==> config.mk <==
export PLATFORM = sky130hd
export DESIGN_NAME = instruction_encoder
export DESIGN_NICKNAME = d
export VERILOG_FILES = /design/src/rtl/instruction_encoder.sv
export SDC_FILE = /design/constraint.sdc
export NUM_CORES = 1
export LEC_CHECK = 0
export CORE_ASPECT_RATIO = 1.75
export CORE_MARGIN = 2
export CORE_UTILIZATION = 47
export CTS_CLUSTER_DIAMETER = 80
export DETAILED_ROUTE_END_ITERATION = 12
export PLACE_DENSITY = 0.8
export SYNTH_ARGS = -nofsm -noshare
export SYNTH_HDL_FRONTEND = slang
export SYNTH_SLANG_ARGS = --single-unit
==> constraint.sdc <==
create_clock -name clock -period 3.03 [get_ports clock]
set_clock_uncertainty 0.1 [all_clocks]
set_input_delay 0.606 -clock clock [delete_from_list [all_inputs] [get_ports clock]]
set_output_delay 0.606 -clock clock [all_outputs]
set_load 0.01 [all_outputs]
==> src/rtl/instruction_encoder.sv <==
// instruction_encoder: packs decoded instruction fields into instruction words
// and streams them into instruction memory through a registered write port.
// A session opened by start and closed by finish writes at most DEPTH words,
// starting at BASEADDRESS and wrapping modulo the memory address space.
module instruction_encoder #(
  parameter int INSTRUCTIONWIDTH = 16,
  parameter int OPCODEWIDTH      = 4,
  parameter int ADDRESSWIDTH     = 4,
  parameter int MEMADDRWIDTH     = 8,
  parameter int DEPTH            = 256,
  parameter int BASEADDRESS      = 0
) (
  input  logic                        clock,
  input  logic                        reset,
  input  logic                        start,
  input  logic                        finish,
  input  logic                        inValid,
  output logic                        inReady,
  input  logic                        immFormat,
  input  logic [OPCODEWIDTH-1:0]      opcode,
  input  logic [ADDRESSWIDTH-1:0]     rd,
  input  logic [ADDRESSWIDTH-1:0]     rs1,
  input  logic [ADDRESSWIDTH-1:0]     rs2,
  input  logic [7:0]                  imm,
  output logic                        memWriteEnable,
  output logic [MEMADDRWIDTH-1:0]     memAddress,
  output logic [INSTRUCTIONWIDTH-1:0] memData,
  output logic [MEMADDRWIDTH:0]       wordCount,
  output logic                        busy,
  output logic                        full,
  output logic                        done,
  output logic                        error
);

  localparam logic [MEMADDRWIDTH-1:0] BASE_A  = MEMADDRWIDTH'(BASEADDRESS);
  localparam logic [MEMADDRWIDTH:0]   DEPTH_C = (MEMADDRWIDTH+1)'(DEPTH);

  typedef enum logic [1:0] {
    IDLE = 2'd0,
    RUN  = 2'd1,
    FULL = 2'd2,
    DONE = 2'd3
  } state_t;

  state_t                      state_q;
  logic [MEMADDRWIDTH-1:0]     ptr_q;
  logic [MEMADDRWIDTH:0]       count_q;
  logic                        we_q;
  logic [MEMADDRWIDTH-1:0]     addr_q;
  logic [INSTRUCTIONWIDTH-1:0] data_q;
  logic                        error_q;
  logic                        ready_q;
  logic                        busy_q;
  logic                        full_q;
  logic                        done_q;

  logic                        accept;
  logic [INSTRUCTIONWIDTH-1:0] word_d;

  // ready_q is only set in RUN, where the count is always below DEPTH
  assign accept = inValid && ready_q;

  // Pack the field bundle into the selected instruction format
  always_comb begin
    word_d = '0;
    if (immFormat) begin
      word_d = INSTRUCTIONWIDTH'({opcode, rd, imm});
    end else begin
      word_d = INSTRUCTIONWIDTH'({opcode, rd, rs2, rs1});
    end
  end

  // Session FSM, write port, counters and registered status flags
  always_ff @(posedge clock) begin
    if (!reset) begin
      state_q <= IDLE;
      ptr_q   <= BASE_A;
      count_q <= '0;
      we_q    <= 1'b0;
      addr_q  <= BASE_A;
      data_q  <= '0;
      error_q <= 1'b0;
      ready_q <= 1'b0;
      busy_q  <= 1'b0;
      full_q  <= 1'b0;
      done_q  <= 1'b0;
    end else begin
      we_q <= accept;
      if (accept) begin
        addr_q <= ptr_q;
        data_q <= word_d;
        ptr_q  <= ptr_q + 1'b1;
        if (count_q != DEPTH_C) begin
          count_q <= count_q + 1'b1;
        end
      end
      // Offering a bundle while not ready is an overrun or an out-of-session write
      if (inValid && !ready_q) begin
        error_q <= 1'b1;
      end
      case (state_q)
        IDLE: begin
          if (start) begin
            state_q <= RUN;
            ptr_q   <= BASE_A;
            count_q <= '0;
            error_q <= 1'b0;
            ready_q <= 1'b1;
            busy_q  <= 1'b1;
          end
        end
        RUN: begin
          // finish wins over filling up; a same-cycle accept is still written
          if (finish) begin
            state_q <= DONE;
            ready_q <= 1'b0;
            busy_q  <= 1'b0;
            done_q  <= 1'b1;
          end else if (accept && ((count_q + 1'b1) == DEPTH_C)) begin
            state_q <= FULL;
            ready_q <= 1'b0;
            full_q  <= 1'b1;
          end
        end
        FULL: begin
          if (finish) begin
            state_q <= DONE;
            busy_q  <= 1'b0;
            full_q  <= 1'b0;
            done_q  <= 1'b1;
          end
        end
        DONE: begin
          state_q <= IDLE;
          done_q  <= 1'b0;
        end
        default: begin
          state_q <= IDLE;
          ready_q <= 1'b0;
          busy_q  <= 1'b0;
          full_q  <= 1'b0;
          done_q  <= 1'b0;
        end
      endcase
    end
  end

  assign inReady        = ready_q;
  assign memWriteEnable = we_q;
  assign memAddress     = addr_q;
  assign memData        = data_q;
  assign wordCount      = count_q;
  assign busy           = busy_q;
  assign full           = full_q;
  assign done           = done_q;
  assign error          = error_q;

endmodule

==> key figures, run 1 <==
Placement
  – Detailed placement HPWL: 3.72 mm
  – Dpl cell area: 2960 sq um
  – Port Buffers: 68
  – Final Wtd Congestion: 0.862

Worst setup path
  – CP Class: in2reg
  – FF-to-FF path depth: 6
  – Required @ worst endpoint: 3.15 ns
  – Critical-path top delay cell: clkdlybuf4s50_1
  – Crit path largest cell delay: 0.54 ns
  – R2r setup slk: 1.01 ns
  – Cell Chain, Critical Path: clkdlybuf4s50_1, and2_1, nand4_1, or3_1, a21oi_1
  – Crit end category: flip-flop
  – Crit path launch type: input pin
  – CP Max Fanout: 13
  – Critical path arrival: 2.42 ns
  – R2R Path End: state_q[1]
  – RR Startpoint: wordCount[0]

Timing
  – Min Tclk post-route: 2.30 ns
  – Setup_tns: 0 ns
  – Max-slew violation total from the final report: 0
  – RSZ-0062 raised after global routing: false
  – Worst slew margin: 59.0%
  – Slew @ Worst Pin: 0.614 ns
  – Finish-stage setup viols: 0
  – Max Freq: 0.435 GHz
  – Hold Violations, Final: 0
  – Final period util: 76.0%

Floorplanning
  – Chip width: 56.2 microns
  – IO Pins: 69
  – Row count: 33
  – Starting Density: 48.4%
  – Core Area: 4620 sq um
  – Full die area: 5350 sq um
  – Die Y: 95.3 microns

CTS
  – CTS H-tree depth: 2
  – Root Driver: clkbuf_8
  – Setup bufs post-CTS: 0
  – Post-CTS sizing: 0
  – CTS tree: done
  – Clock transition at path regs: 0.09 ns
  – CTS Buffer Depth: 2
  – CTS Hold Bufs: 0
  – CTS Sinks: 49
  – Number of CTS-inserted buffers: 5
  – Skew-Pair Late Insertion Delay: 0.30 ns

Synthesis
  – Mapped Area: 2240 sq um
  – Yosys warns: 0
  – Cell variety after synth: 37
  – Most used DFF post-synth: dfxtp_1
  – Synth area leaders: dfxtp_1, nand2_1, a21boi_0, ha_1, mux2i_1
  – Async S/R FF share, synth: 0%
  – Top cell type's share of synthesized area: 43.8%
  – EDFF count, synth: 0
  – Area leader, netlist: dfxtp_1
  – Seq/Total Area, Yosys: 43.8%
  – Count leader, synth: nand2_1
  – Seq cells post-synth: 49
  – Top cells by count, synth: nand2_1, dfxtp_1, a21boi_0, nor2_1, clkbuf_1
  – Syn_nets: 300
  – Synthesized area per cell: 8.54 sq um
  – Cells after synthesis: 262

Cells and area
  – Antenna cells: 0
  – Synth-to-Final Area Change: 36.2%
  – Nets: 365
  – Final instance area: 3050 sq um
  – Layout cells sized above 1: 4.27%

Detailed routing
  – Routed WL per cell: 13.1 microns
  – Antenna viol nets, final: 0
  – DRT Wirelength: 4.99 mm
  – Iteration-0 DRC Markers: 61
  – DR vias/cell: 5.42
  – Drt pass-1 iters: 6
  – Via count of the routed design: 2,061
  – DRC viols: 0

GRT
  – Antenna violations before repair: 0
  – Largest net degree at the start of global routing: 34
  – Vias in the first global route: 1,992
  – First-pass GRT wire length: 8.49 mm
  – GRT Util Overall: 19.9%
  – Total grt overflow: 0

Outcome
  – Status: finished, final reports clean

Power and ir drop
  – Maximum vdd drop: 0.508 mV
  – Pwr/cell area: 599 nW/um^2
  – Leakage power: 1.17 nW

Worst hold path
  – Hold path cells: 2
  – HP Start: memData[10]
  – Worst Hold End: memData[10]
  – Worst Hold Class: reg2reg

Flow run
  – Max_cap viols: 0
## power by group
group	internal (mW)	switching (mW)
sequential	0.731	0.0740
combinational	0.313	0.329
clock	0.163	0.218
## routing by layer
layer	GRT usage (%)	vias up	part of all wire, %
met5	0	-	0
met4	9.33	0	2.0
met3	4.88	11	5.1
met2	37.6	62	53
met1	20.0	959	40
li1	-	1029	-
## worst max-delay path by stage
stage               depth (start not counted)    startpoint      endpoint
finish                                      5       inValid      ptr_q[7]
global placement                            5       inValid  wordCount[5]
global route                                5       inValid  wordCount[5]
detailed placement                          5       inValid      ptr_q[7]
floorplan                                   5  wordCount[3]          full
CTS                                         5       inValid      ptr_q[7]
## final cells by class
type,instances,area (sq um)
Inverter,8,30.0
Sequential cell,49,981
Clock buffer,6,72.6
Fill cell,405,1580
Clock inverter,2,15.0
Tap cell,52,65.1
Timing Repair Buffer,72,711
Multi-Input combinational cell,191,1170
## critical path, delay by kind of cell
family | cells | cell delay (ns)
AOI/OAI and AO/OA | 1 | 0.16
buffers and inverters | 1 | 0.54
and+or+nand+nor | 3 | 1.12
## per-stage QoR
step | hold slack (ns) | power, mW | util [%] | setup WS (ns) | std cells
finish | 0.363 | 1.83 | 65.9 | 0.729 | 380
global route | 0.393 | 1.96 | 65.9 | 0.617 | 380
CTS | 0.368 | 1.84 | 65.9 | 0.741 | 380
detailed placement | 0.355 | 1.47 | 64.0 | 0.443 | 372
global placement | 0.349 | 1.45 | 64.0 | 0.469 | 372
floorplan | 0.346 | 1.19 | - | 1.14 | 262
## kinds of logic after synthesis
| family | synth area share, % |
|---|---|
| XOR/XNOR | 3.52 |
| multiplexers | 4.02 |
| flip-flops | 43.8 |
| adder cells (fa/ha/maj) | 4.47 |
| AND/OR/NAND/NOR | 21.7 |
| AO/OA/AOI/OAI | 18.8 |
| buffers and inverters | 3.69 |
## cell usage in the layout (no fill, tap or decap), drive strengths merged, types with 2 or more instances in the layout
cell / instances
clkbuf: 6
nor2b: 2
o211a: 8
inv: 8
nand4: 7
clkinvlp: 2
xor2: 7
nor2: 16
xnor2: 2
dfxtp: 49
a21oi: 13
nand3: 2
nor3: 3
buf: 4
a21boi: 17
nand2b: 3
ha: 8
nand2: 61
clkdlybuf4s50: 68
or3: 5
nor4: 2
o41a: 2
o21ai: 9
mux2i: 9
a311oi: 2
and3: 3
## sequential cells by signal, summed over array words and instances, names as in the netlist
| register | count |
|---|---|
| busy | 1 |
| done | 1 |
| error | 1 |
| full | 1 |
| inReady | 1 |
| memAddress | 8 |
| memData | 16 |
| memWriteEnable | 1 |
| ptr_q | 8 |
| state_q | 2 |
| wordCount | 9 |
Power figures use the tool's default switching activity.
==> inputs of run 2 (changes only) <==
--- a/config.mk
+++ b/config.mk
@@ -7,10 +7,10 @@
 export LEC_CHECK = 0
 export CORE_ASPECT_RATIO = 1.75
 export CORE_MARGIN = 2
-export CORE_UTILIZATION = 47
+export CORE_UTILIZATION = 46
 export CTS_CLUSTER_DIAMETER = 80
 export DETAILED_ROUTE_END_ITERATION = 12
-export PLACE_DENSITY = 0.8
+export PLACE_DENSITY = 0.79
 export SYNTH_ARGS = -nofsm -noshare
 export SYNTH_HDL_FRONTEND = slang
 export SYNTH_SLANG_ARGS = --single-unit
==> constraint.sdc (replaced) <==
create_clock -name clock -period 2.3 [get_ports clock]
set_clock_uncertainty 0.1 [all_clocks]
set_input_delay 0.46 -clock clock [delete_from_list [all_inputs] [get_ports clock]]
set_output_delay 0.46 -clock clock [all_outputs]
set_load 0.01 [all_outputs]
==> run 2 against run 1 <==
  * Critical path depth unchanged
  * Clock-buffer cell count shrank 1
  * Via count down 0.78%
  * Total power rose by 35%
  * Sequential power is 32% higher
  * Highest routed layer unchanged
==> key figures, run 2 (synthesized netlist as in run 1, its figures left out) <==
Worst setup path
  – Crit path launch type: flip-flop (was input pin)
  – Crit end category: flip-flop (unchanged)
  – Cell Chain, Critical Path: or4_4, or3_1, a21oi_2, a21oi_1, a311oi_2 (was clkdlybuf4s50_1, and2_1, nand4_1, or3_1, a21oi_1)
  – Required @ worst endpoint: 2.42 ns (was 3.15 ns)
  – Critical-path top delay cell: or4_4 (was clkdlybuf4s50_1)
  – CP Class: reg2reg (was in2reg)
  – Crit path largest cell delay: 0.58 ns (was 0.54 ns)
  – Critical path arrival: 2.12 ns (was 2.42 ns)
  – CP Max Fanout: 6 (was 13)

Floorplanning
  – Full die area: 5460 sq um (was 5350 sq um)
  – Core Area: 4670 sq um (was 4620 sq um)
  – Starting Density: 48.0% (was 48.4%)
  – Chip width: 56.7 microns (was 56.2 microns)
  – Row count: 33 (unchanged)
  – IO Pins: 69 (unchanged)
  – Die Y: 96.3 microns (was 95.3 microns)

Detailed routing
  – DRC viols: 0 (unchanged)
  – DRT Wirelength: 5.17 mm (was 4.99 mm)
  – DR vias/cell: 5.31 (was 5.42)
  – Iteration-0 DRC Markers: 42 (was 61)
  – Antenna viol nets, final: 0 (unchanged)
  – Routed WL per cell: 13.4 microns (was 13.1 microns)
  – Via count of the routed design: 2,045 (was 2,061)
  – Drt pass-1 iters: 4 (was 6)

Placement
  – Port Buffers: 68 (unchanged)
  – Placed insts: 377 (was 372)
  – Pre-CTS setup slack: 0.000169 ns (was 0.443 ns)
  – Final Wtd Congestion: 0.875 (was 0.862)
  – Detailed placement HPWL: 3.82 mm (was 3.72 mm)

Timing
  – Worst slew margin: 69.9% (was 59.0%)
  – Setup_tns: 0 ns (unchanged)
  – RSZ-0062 raised after global routing: false (unchanged)
  – Hold Violations, Final: 0 (unchanged)
  – Max Freq: 0.499 GHz
  – Slew @ Worst Pin: 0.449 ns (was 0.614 ns)
  – Finish-stage setup viols: 0 (unchanged)
  – Setup WS post-layout: 0.298 ns (was 0.729 ns)
  – Max-slew violation total from the final report: 0 (unchanged)
  – Final period util: 87.1%
  – Min Tclk post-route: 2.00 ns

CTS
  – CTS Buffer Depth: 2 (unchanged)
  – Setup bufs post-CTS: 0 (unchanged)
  – Skew-Pair Late Insertion Delay: 0.31 ns (was 0.30 ns)
  – Post-CTS sizing: 0 (unchanged)
  – CTS Sinks: 49 (unchanged)
  – Clock transition at path regs: 0.10 ns (was 0.09 ns)
  – CTS tree: done (unchanged)
  – Number of CTS-inserted buffers: 5 (unchanged)
  – CTS Hold Bufs: 0 (unchanged)
  – CTS H-tree depth: 2 (unchanged)
  – Root Driver: clkbuf_8 (unchanged)

Cells and area
  – Antenna cells: 0 (unchanged)
  – Filler cells: 403 (was 405)
  – Highest-count cells in the layout ignoring fill and taps: clkdlybuf4s50_1, nand2_1, dfxtp_1 (unchanged)
  – Layout cells sized above 1: 6.01% (was 4.27%)
  – Nets: 370 (was 365)
  – Commonest non-fill, non-tap cell in the layout: clkdlybuf4s50_1 (unchanged)
  – Max FFs per register: 16 (unchanged)
  – Final Non-Filler Cells: 385 (was 380)
  – Synth-to-Final Area Change: 38.2% (was 36.2%)
  – Fin util: 66.3% (was 65.9%)

Flow run
  – Max_cap viols: 0 (unchanged)

GRT
  – GRT Util Overall: 19.5% (was 19.9%)
  – Vias in the first global route: 1,853 (was 1,992)
  – Total grt overflow: 0 (unchanged)
  – Largest net degree at the start of global routing: 20 (was 34)
  – M2 GR Usage: 34.3% (was 37.6%)
  – Antenna violations before repair: 0 (unchanged)
  – GR peak layer: met2 (unchanged)
  – M1 GR Usage: 21.8% (was 20.0%)
  – First-pass GRT wire length: 8.36 mm (was 8.49 mm)
  – Grt met3 use: 4.84% (was 4.88%)

Power and ir drop
  – Leakage power: 1.20 nW (was 1.17 nW)
  – Switching power: 0.848 mW (was 0.621 mW)
  – P_int: 1.61 mW (was 1.21 mW)
  – Net Sw Frac: 34.4% (was 34.0%)
  – Maximum vdd drop: 0.599 mV (was 0.508 mV)
  – Seq pwr share: 43.2% (was 44.0%)
  – Power, Total: 2.46 mW (was 1.83 mW)
  – Logic pwr share: 35.7% (was 35.1%)
  – Pwr/cell area: 796 nW/um^2 (was 599 nW/um^2)
  – Clock share of power: 21.1% (was 20.8%)

Outcome
  – Status: finished, final reports clean (unchanged)

Worst hold path
  – Worst Hold Class: reg2reg (unchanged)
==> run 2: cell count changes in the layout (fill, tap and decap cells not counted) <==
cell	before	now
clkinv_4	0	1
clkinvlp_4	2	1
inv_6	0	1
clkbuf_1	1	0
buf_4	4	9
==> run 2: layer usage <==
metal  part of all wire, %  wire, microns
met5                     0              0
met4                   1.7             89
met3                   4.9            254
met2                    52           2690
met1                    41           2140
==> run 2: per-stage QoR <==
stage / area (sq um) / hold slack (ns)
after CTS: 3090 / 0.370
after detailed placement: 3000 / 0.356
after floorplan: 2240 / 0.346
after global placement: 3000 / 0.347
after global routing: 3090 / 0.379
final: 3090 / 0.366
==> run 2: cell type report <==
cell class	instances	area [sq um]	area share, %
Multi-Input combinational cell	191	1170	38.0
Timing Repair Buffer	77	748	24.2
Tap cell	52	65.1	2.10
Clock buffer	5	68.8	2.22
Clock inverter	3	25.0	0.809
Sequential cell	49	981	31.7
Inverter	8	30.0	0.971
==> run 2: worst paths after layout <==
path	from	depth (start not counted)	to	slack (ns)
setup / recovery	wordCount[3]	5	full	0.30
hold / removal	memAddress[0]	2	memAddress[0]	0.37
setup reg to reg	wordCount[3]	5	full	0.30
hold reg to reg	memAddress[0]	2	memAddress[0]	0.37
==> run 2: power groups by stage <==
stage	Sequential (mW)	Clock [mW]	Combinational [mW]
floorplan	1.11	0	0.466
CTS	1.06	0.537	0.890
global route	1.08	0.571	0.974
detailed placement	1.08	0	0.884
global placement	1.08	0	0.866
finish	1.06	0.521	0.879
==> run 2: worst max-delay path: cells and delay by family (launching register included) <==
| family | cells | cell delay [ns] |
|---|---|---|
| flops | 1 | 0.38 |
| compound gates | 3 | 0.49 |
| simple gates | 2 | 0.96 |
==> inputs of run 3 (changes only) <==
--- a/config.mk
+++ b/config.mk
@@ -10,7 +10,7 @@
 export CORE_UTILIZATION = 46
 export CTS_CLUSTER_DIAMETER = 80
 export DETAILED_ROUTE_END_ITERATION = 12
-export PLACE_DENSITY = 0.79
+export PLACE_DENSITY = 0.89
 export SYNTH_ARGS = -nofsm -noshare
 export SYNTH_HDL_FRONTEND = slang
 export SYNTH_SLANG_ARGS = --single-unit
==> run 3 against run 2 <==
  * Clock-buffer cell count is the same
  * Sequential power barely moved
  * Total power decreased by 0.67%
  * Clock power down 4.0%
  * Largest power group unchanged
==> key figures, run 3 (synthesized netlist as in run 1, its figures left out) <==
GRT
  – First-pass GRT wire length: 8.61 mm (was 8.36 mm)
  – Total grt overflow: 0 (unchanged)
  – Largest net degree at the start of global routing: 19 (was 20)
  – Vias in the first global route: 2,005 (was 1,853)
  – GRT Util Overall: 19.6% (was 19.5%)
  – Antenna violations before repair: 0 (unchanged)

Timing
  – Worst slew margin: 67.9% (was 69.9%)
  – Hold Violations, Final: 0 (unchanged)
  – Finish-stage setup viols: 0 (unchanged)
  – Max-slew violation total from the final report: 0 (unchanged)
  – Final period util: 88.9% (was 87.1%)
  – Max Freq: 0.489 GHz (was 0.499 GHz)
  – Min Tclk post-route: 2.04 ns (was 2.00 ns)
  – RSZ-0062 raised after global routing: false (unchanged)
  – Slew @ Worst Pin: 0.479 ns (was 0.449 ns)

Power and ir drop
  – Power, Total: 2.45 mW (was 2.46 mW)
  – Maximum vdd drop: 0.624 mV (was 0.599 mV)
  – Leakage power: 1.21 nW (was 1.20 nW)
  – Pwr/cell area: 789 nW/um^2 (was 796 nW/um^2)

Cells and area
  – Final Non-Filler Cells: 386 (was 385)
  – Commonest non-fill, non-tap cell in the layout: clkdlybuf4s50_1 (unchanged)
  – Layout cells sized above 1: 6.29% (was 6.01%)
  – Highest-count cells in the layout ignoring fill and taps: clkdlybuf4s50_1, nand2_1, dfxtp_1 (unchanged)
  – Synth-to-Final Area Change: 38.4% (was 38.2%)
  – Nets: 371 (was 370)
  – Max FFs per register: 16 (unchanged)
  – Antenna cells: 0 (unchanged)

Worst setup path
  – Crit path launch type: input pin (was flip-flop)
  – CP Max Fanout: 5 (was 6)
  – Critical path arrival: 2.18 ns (was 2.12 ns)
  – CP Class: in2reg (was reg2reg)
  – Required @ worst endpoint: 2.43 ns (was 2.42 ns)
  – FF-to-FF path depth: 6 (was 5)
  – Crit end category: flip-flop (unchanged)

Detailed routing
  – Via count of the routed design: 2,108 (was 2,045)
  – Antenna viol nets, final: 0 (unchanged)
  – Drt pass-1 iters: 4 (unchanged)
  – DRT Wirelength: 5.15 mm (was 5.17 mm)
  – DR vias/cell: 5.46 (was 5.31)
  – Routed WL per cell: 13.3 microns (was 13.4 microns)
  – Iteration-0 DRC Markers: 38 (was 42)
  – DRC viols: 0 (unchanged)

Outcome
  – Status: finished, final reports clean (unchanged)

Placement
  – Detailed placement HPWL: 3.89 mm (was 3.82 mm)
  – Placed insts: 378 (was 377)
  – Final Wtd Congestion: 0.817 (was 0.875)
  – Port Buffers: 68 (unchanged)

CTS
  – CTS Sinks: 49 (unchanged)
  – CTS Hold Bufs: 0 (unchanged)
  – CTS H-tree depth: 2 (unchanged)
  – CTS tree: done (unchanged)
  – Root Driver: clkbuf_8 (unchanged)
  – Number of CTS-inserted buffers: 5 (unchanged)
  – Post-CTS sizing: 0 (unchanged)
  – Clock transition at path regs: 0.09 ns (was 0.10 ns)
  – Skew-Pair Late Insertion Delay: 0.30 ns (was 0.31 ns)
  – Setup bufs post-CTS: 0 (unchanged)
  – CTS Buffer Depth: 2 (unchanged)

Floorplanning
  – Starting Density: 48.0% (unchanged)
  – Chip width: 56.7 microns (unchanged)
  – Core Area: 4670 sq um (unchanged)
  – Row count: 33 (unchanged)
  – Full die area: 5460 sq um (unchanged)
  – IO Pins: 69 (unchanged)
  – Die Y: 96.3 microns (unchanged)

Flow run
  – Max_cap viols: 0 (unchanged)

Worst hold path
  – Hold path cells: 2 (unchanged)
  – Worst Hold Class: reg2reg (unchanged)
## run 3: cell types whose count changed in the layout (fill, tap and decap cells not counted), sizes merged
cell      delta
buf          +1
inv          -1
clkinvlp     -1
clkinv       +2
## run 3: metal layers
metal | part of all wire (%) | routed length (microns) | vias to the layer above | track usage [%]
met5 | 0 | 0 | - | 0
met4 | 3.0 | 152 | 0 | 8.72
met3 | 5.5 | 282 | 16 | 4.03
met2 | 53 | 2740 | 66 | 36.6
met1 | 38 | 1970 | 983 | 20.9
li1 | - | - | 1043 | -
## run 3: through the flow
stage	hold slack [ns]	TNS, ns	utilization, %	worst slack, ns	cell area, sq um
finish	0.363	0	66.4	0.256	3100
CTS	0.368	0	66.4	0.280	3100
global placement	0.349	0	64.4	0.0810	3010
floorplan	0.346	0	-	0.408	2240
detailed placement	0.354	-0.0321	64.4	-0.0321	3010
global route	0.390	0	66.4	0.139	3100
## run 3: final cells by class
type	count	area, sq um
Clock inverter	3	22.5
Clock buffer	5	68.8
Tap cell	52	65.1
Fill cell	382	1570
Inverter	8	30.0
Timing Repair Buffer	78	756
Sequential cell	49	981
Multi-Input combinational cell	191	1170
## run 3: final timing paths
kind	startpoint	endpoint	slack [ns]
worst max-delay path	inValid	state_q[1]	0.26
worst min-delay path	memData[10]	memData[10]	0.36
worst max register to register	wordCount[1]	state_q[1]	0.29
worst min register to register	memData[10]	memData[10]	0.36
## run 3: worst max-delay path, stage by stage
cell and delay, ns:
clkdlybuf4s50_1 0.55, nand4_1 0.21, nor4_1 0.44, nor3_1 0.12
a21oi_1 0.20, mux2i_1 0.20
## run 3: power by group
group          switching, mW  internal (mW)  leakage [nW]
Sequential            0.0964          0.963         0.398
Clock                  0.284          0.216        0.0481
Combinational          0.448          0.438         0.761
Total                  0.829           1.62          1.21
==> variant, RTL diff (config.mk and constraints of run 2) <==
`MEMADDRWIDTH`: 8 -> 9.
--- a/src/rtl/instruction_encoder.sv
+++ b/src/rtl/instruction_encoder.sv
@@ -7,5 +7,5 @@
   parameter int OPCODEWIDTH      = 4,
   parameter int ADDRESSWIDTH     = 4,
-  parameter int MEMADDRWIDTH     = 8,
+  parameter int MEMADDRWIDTH     = 9,
   parameter int DEPTH            = 256,
   parameter int BASEADDRESS      = 0
Interface: changed (resized memAddress and wordCount); port bits go from 69 to 71. No check against the original RTL was run, so the function may have changed too.
==> variant against run 2 <==
- design area grew 13%
- sequential cell count grew 3
- routed wire length grew 13%
- setup slack lost 130 ps
- count of clock-buffer cells in the layout grew 1
- total power shrank 0.38%
- synthesized area grew 13%
- critical path type unchanged
==> variant: results (changes against run 2) <==
----------------------------------------------------
[Status]
  Run status ... completed (unchanged)

[Drt]
  WL/cell ... 13.1 µm (was 13.4 µm)
  Post-route met1 wirelength ... 2290 µm (was 2140 µm)
  Met2 routed wirelength ... 3120 µm (was 2690 µm)
  DR vias ... 2333 (was 2045)
  1st-iter DRT viols ... 60 (was 42)
  Amount of wire on met3 after detailed routing ... 282 µm (was 254 µm)

[Logic synthesis]
  Unique cell type count in the Yosys netlist ... 46 (was 37)
  Cells taking the most area after synthesis ... dfxtp_1, nand2_1, a21boi_0, ha_1, nor2_1 (was dfxtp_1, nand2_1, a21boi_0, ha_1, mux2i_1)
  Syn Nets ... 336 (was 300)
  Post-synthesis sequential area ratio ... 0.410 (was 0.438)
  Post-Syn Area ... 2540 µm² (was 2240 µm²)
  Top cells by count, synth ... nand2_1, dfxtp_1, nor2_1, a21boi_0, clkbuf_1 (was nand2_1, dfxtp_1, a21boi_0, nor2_1, clkbuf_1)

[Critical path]
  Critical Path Fanout Max ... 7 (was 6)
  Biggest cell delay along the critical path ... 440 ps (was 580 ps)
  Cell class contributing the biggest share of worst-path delay ... simple AND/OR/NAND/NOR gates (unchanged)
  Slowest library cell on the worst path ... a2111oi_1 (was or4_4)
  Worst path arrival time ... 2220 ps (was 2120 ps)

[Clock tree]
  Clock transition at the registers of the reported paths ... 90 ps

[Finish]
  Fraction of layout instances using a drive strength above 1 ... 0.0916 (was 0.0601)
  Count of nets after finishing ... 409 (was 370)
  Fill cell total of the finished layout ... 468 (was 403)

[STA]
  Actual slew at the worst max-slew pin ... 456 ps (was 449 ps)

[Global route]
  Number of global-route vias before repair ... 2249 (was 1853)
  Global-route track usage on met3 ... 0.0582 (was 0.0484)
  Met1 usage ... 0.218 (about the same)
  Wire length of the first global-routing pass ... 9840 µm (was 8360 µm)
  Met2 usage ... 0.374 (was 0.343)
  Largest net degree at the start of global routing ... 28 (was 20)

[Placement]
  Total of buffers placed on input and output ports ... 70 (was 68)
  HPWL after detailed placement ... 4320 µm (was 3820 µm)
  Global placer's final weighted congestion ... 0.888 (was 0.875)

[Pwr]
  Leakage power of the design ... 1.36 nW (was 1.20 nW)
  Peak supply drop ... 0.000418 V (was 0.000599 V)
  Sw Ratio ... 0.306 (was 0.344)

----------------------------------------------------
[variant: cell type report]
cell class / instances / area, µm² / share of cell area
multi-input cells: 215 / 1370 / 0.393
flip-flops and latches: 52 / 1040 / 0.299
repair buffers: 86 / 821 / 0.236
well taps: 74 / 92.6 / 0.0266
clock buffers: 6 / 82.6 / 0.0237
clock inverters: 2 / 38.8 / 0.0111
inverters: 10 / 37.5 / 0.0108
[variant: power groups by stage]
stage | Clock (mW) | Combinational (mW) | Sequential (mW)
2_1_floorplan | 0 | 0.376 | 1.11
3_3_place_gp | 0 | 0.705 | 1.08
3_5_place_dp | 0 | 0.722 | 1.09
4_1_cts | 0.681 | 0.725 | 1.07
5_1_grt | 0.724 | 0.803 | 1.08
6_report | 0.664 | 0.721 | 1.07
[variant: final timing paths]
path	depth (start not counted)	end	slack, ps	start
worst max-delay path	6	state_q[0]	160	wordCount[0]
worst min-delay path	2	memData[15]	360	memData[15]
worst max register to register	6	state_q[0]	160	wordCount[0]
worst min register to register	2	memData[15]	360	memData[15]
[variant: kinds of logic (layout without fill, tap and decap cells)]
family,Yosys count,after routing,synth area share
and+or+nand+nor,125,125,0.240
AOI/OAI and AO/OA,60,60,0.178
DFF,52,52,0.410
buffers and inverters,30,104,0.0513
xor gates and xnor gates,13,13,0.0449
adders and majority gates,9,9,0.0444
muxes,8,8,0.0316
[variant: per-stage QoR]
stage	std cells	setup slack, ps	total power [mW]	cell area (µm²)
3_5_place_dp	437	18.0	1.81	3360
2_1_floorplan	297	313	1.48	2540
6_report	445	164	2.45	3480
3_3_place_gp	437	65.1	1.79	3360
4_1_cts	445	191	2.47	3480
5_1_grt	445	36.3	2.61	3480
[variant: tightest hold or removal path: stages (launching register included)]
cell and delay [ps]:
dfxtp_1 320, nand2_1 50, a21boi_0 60
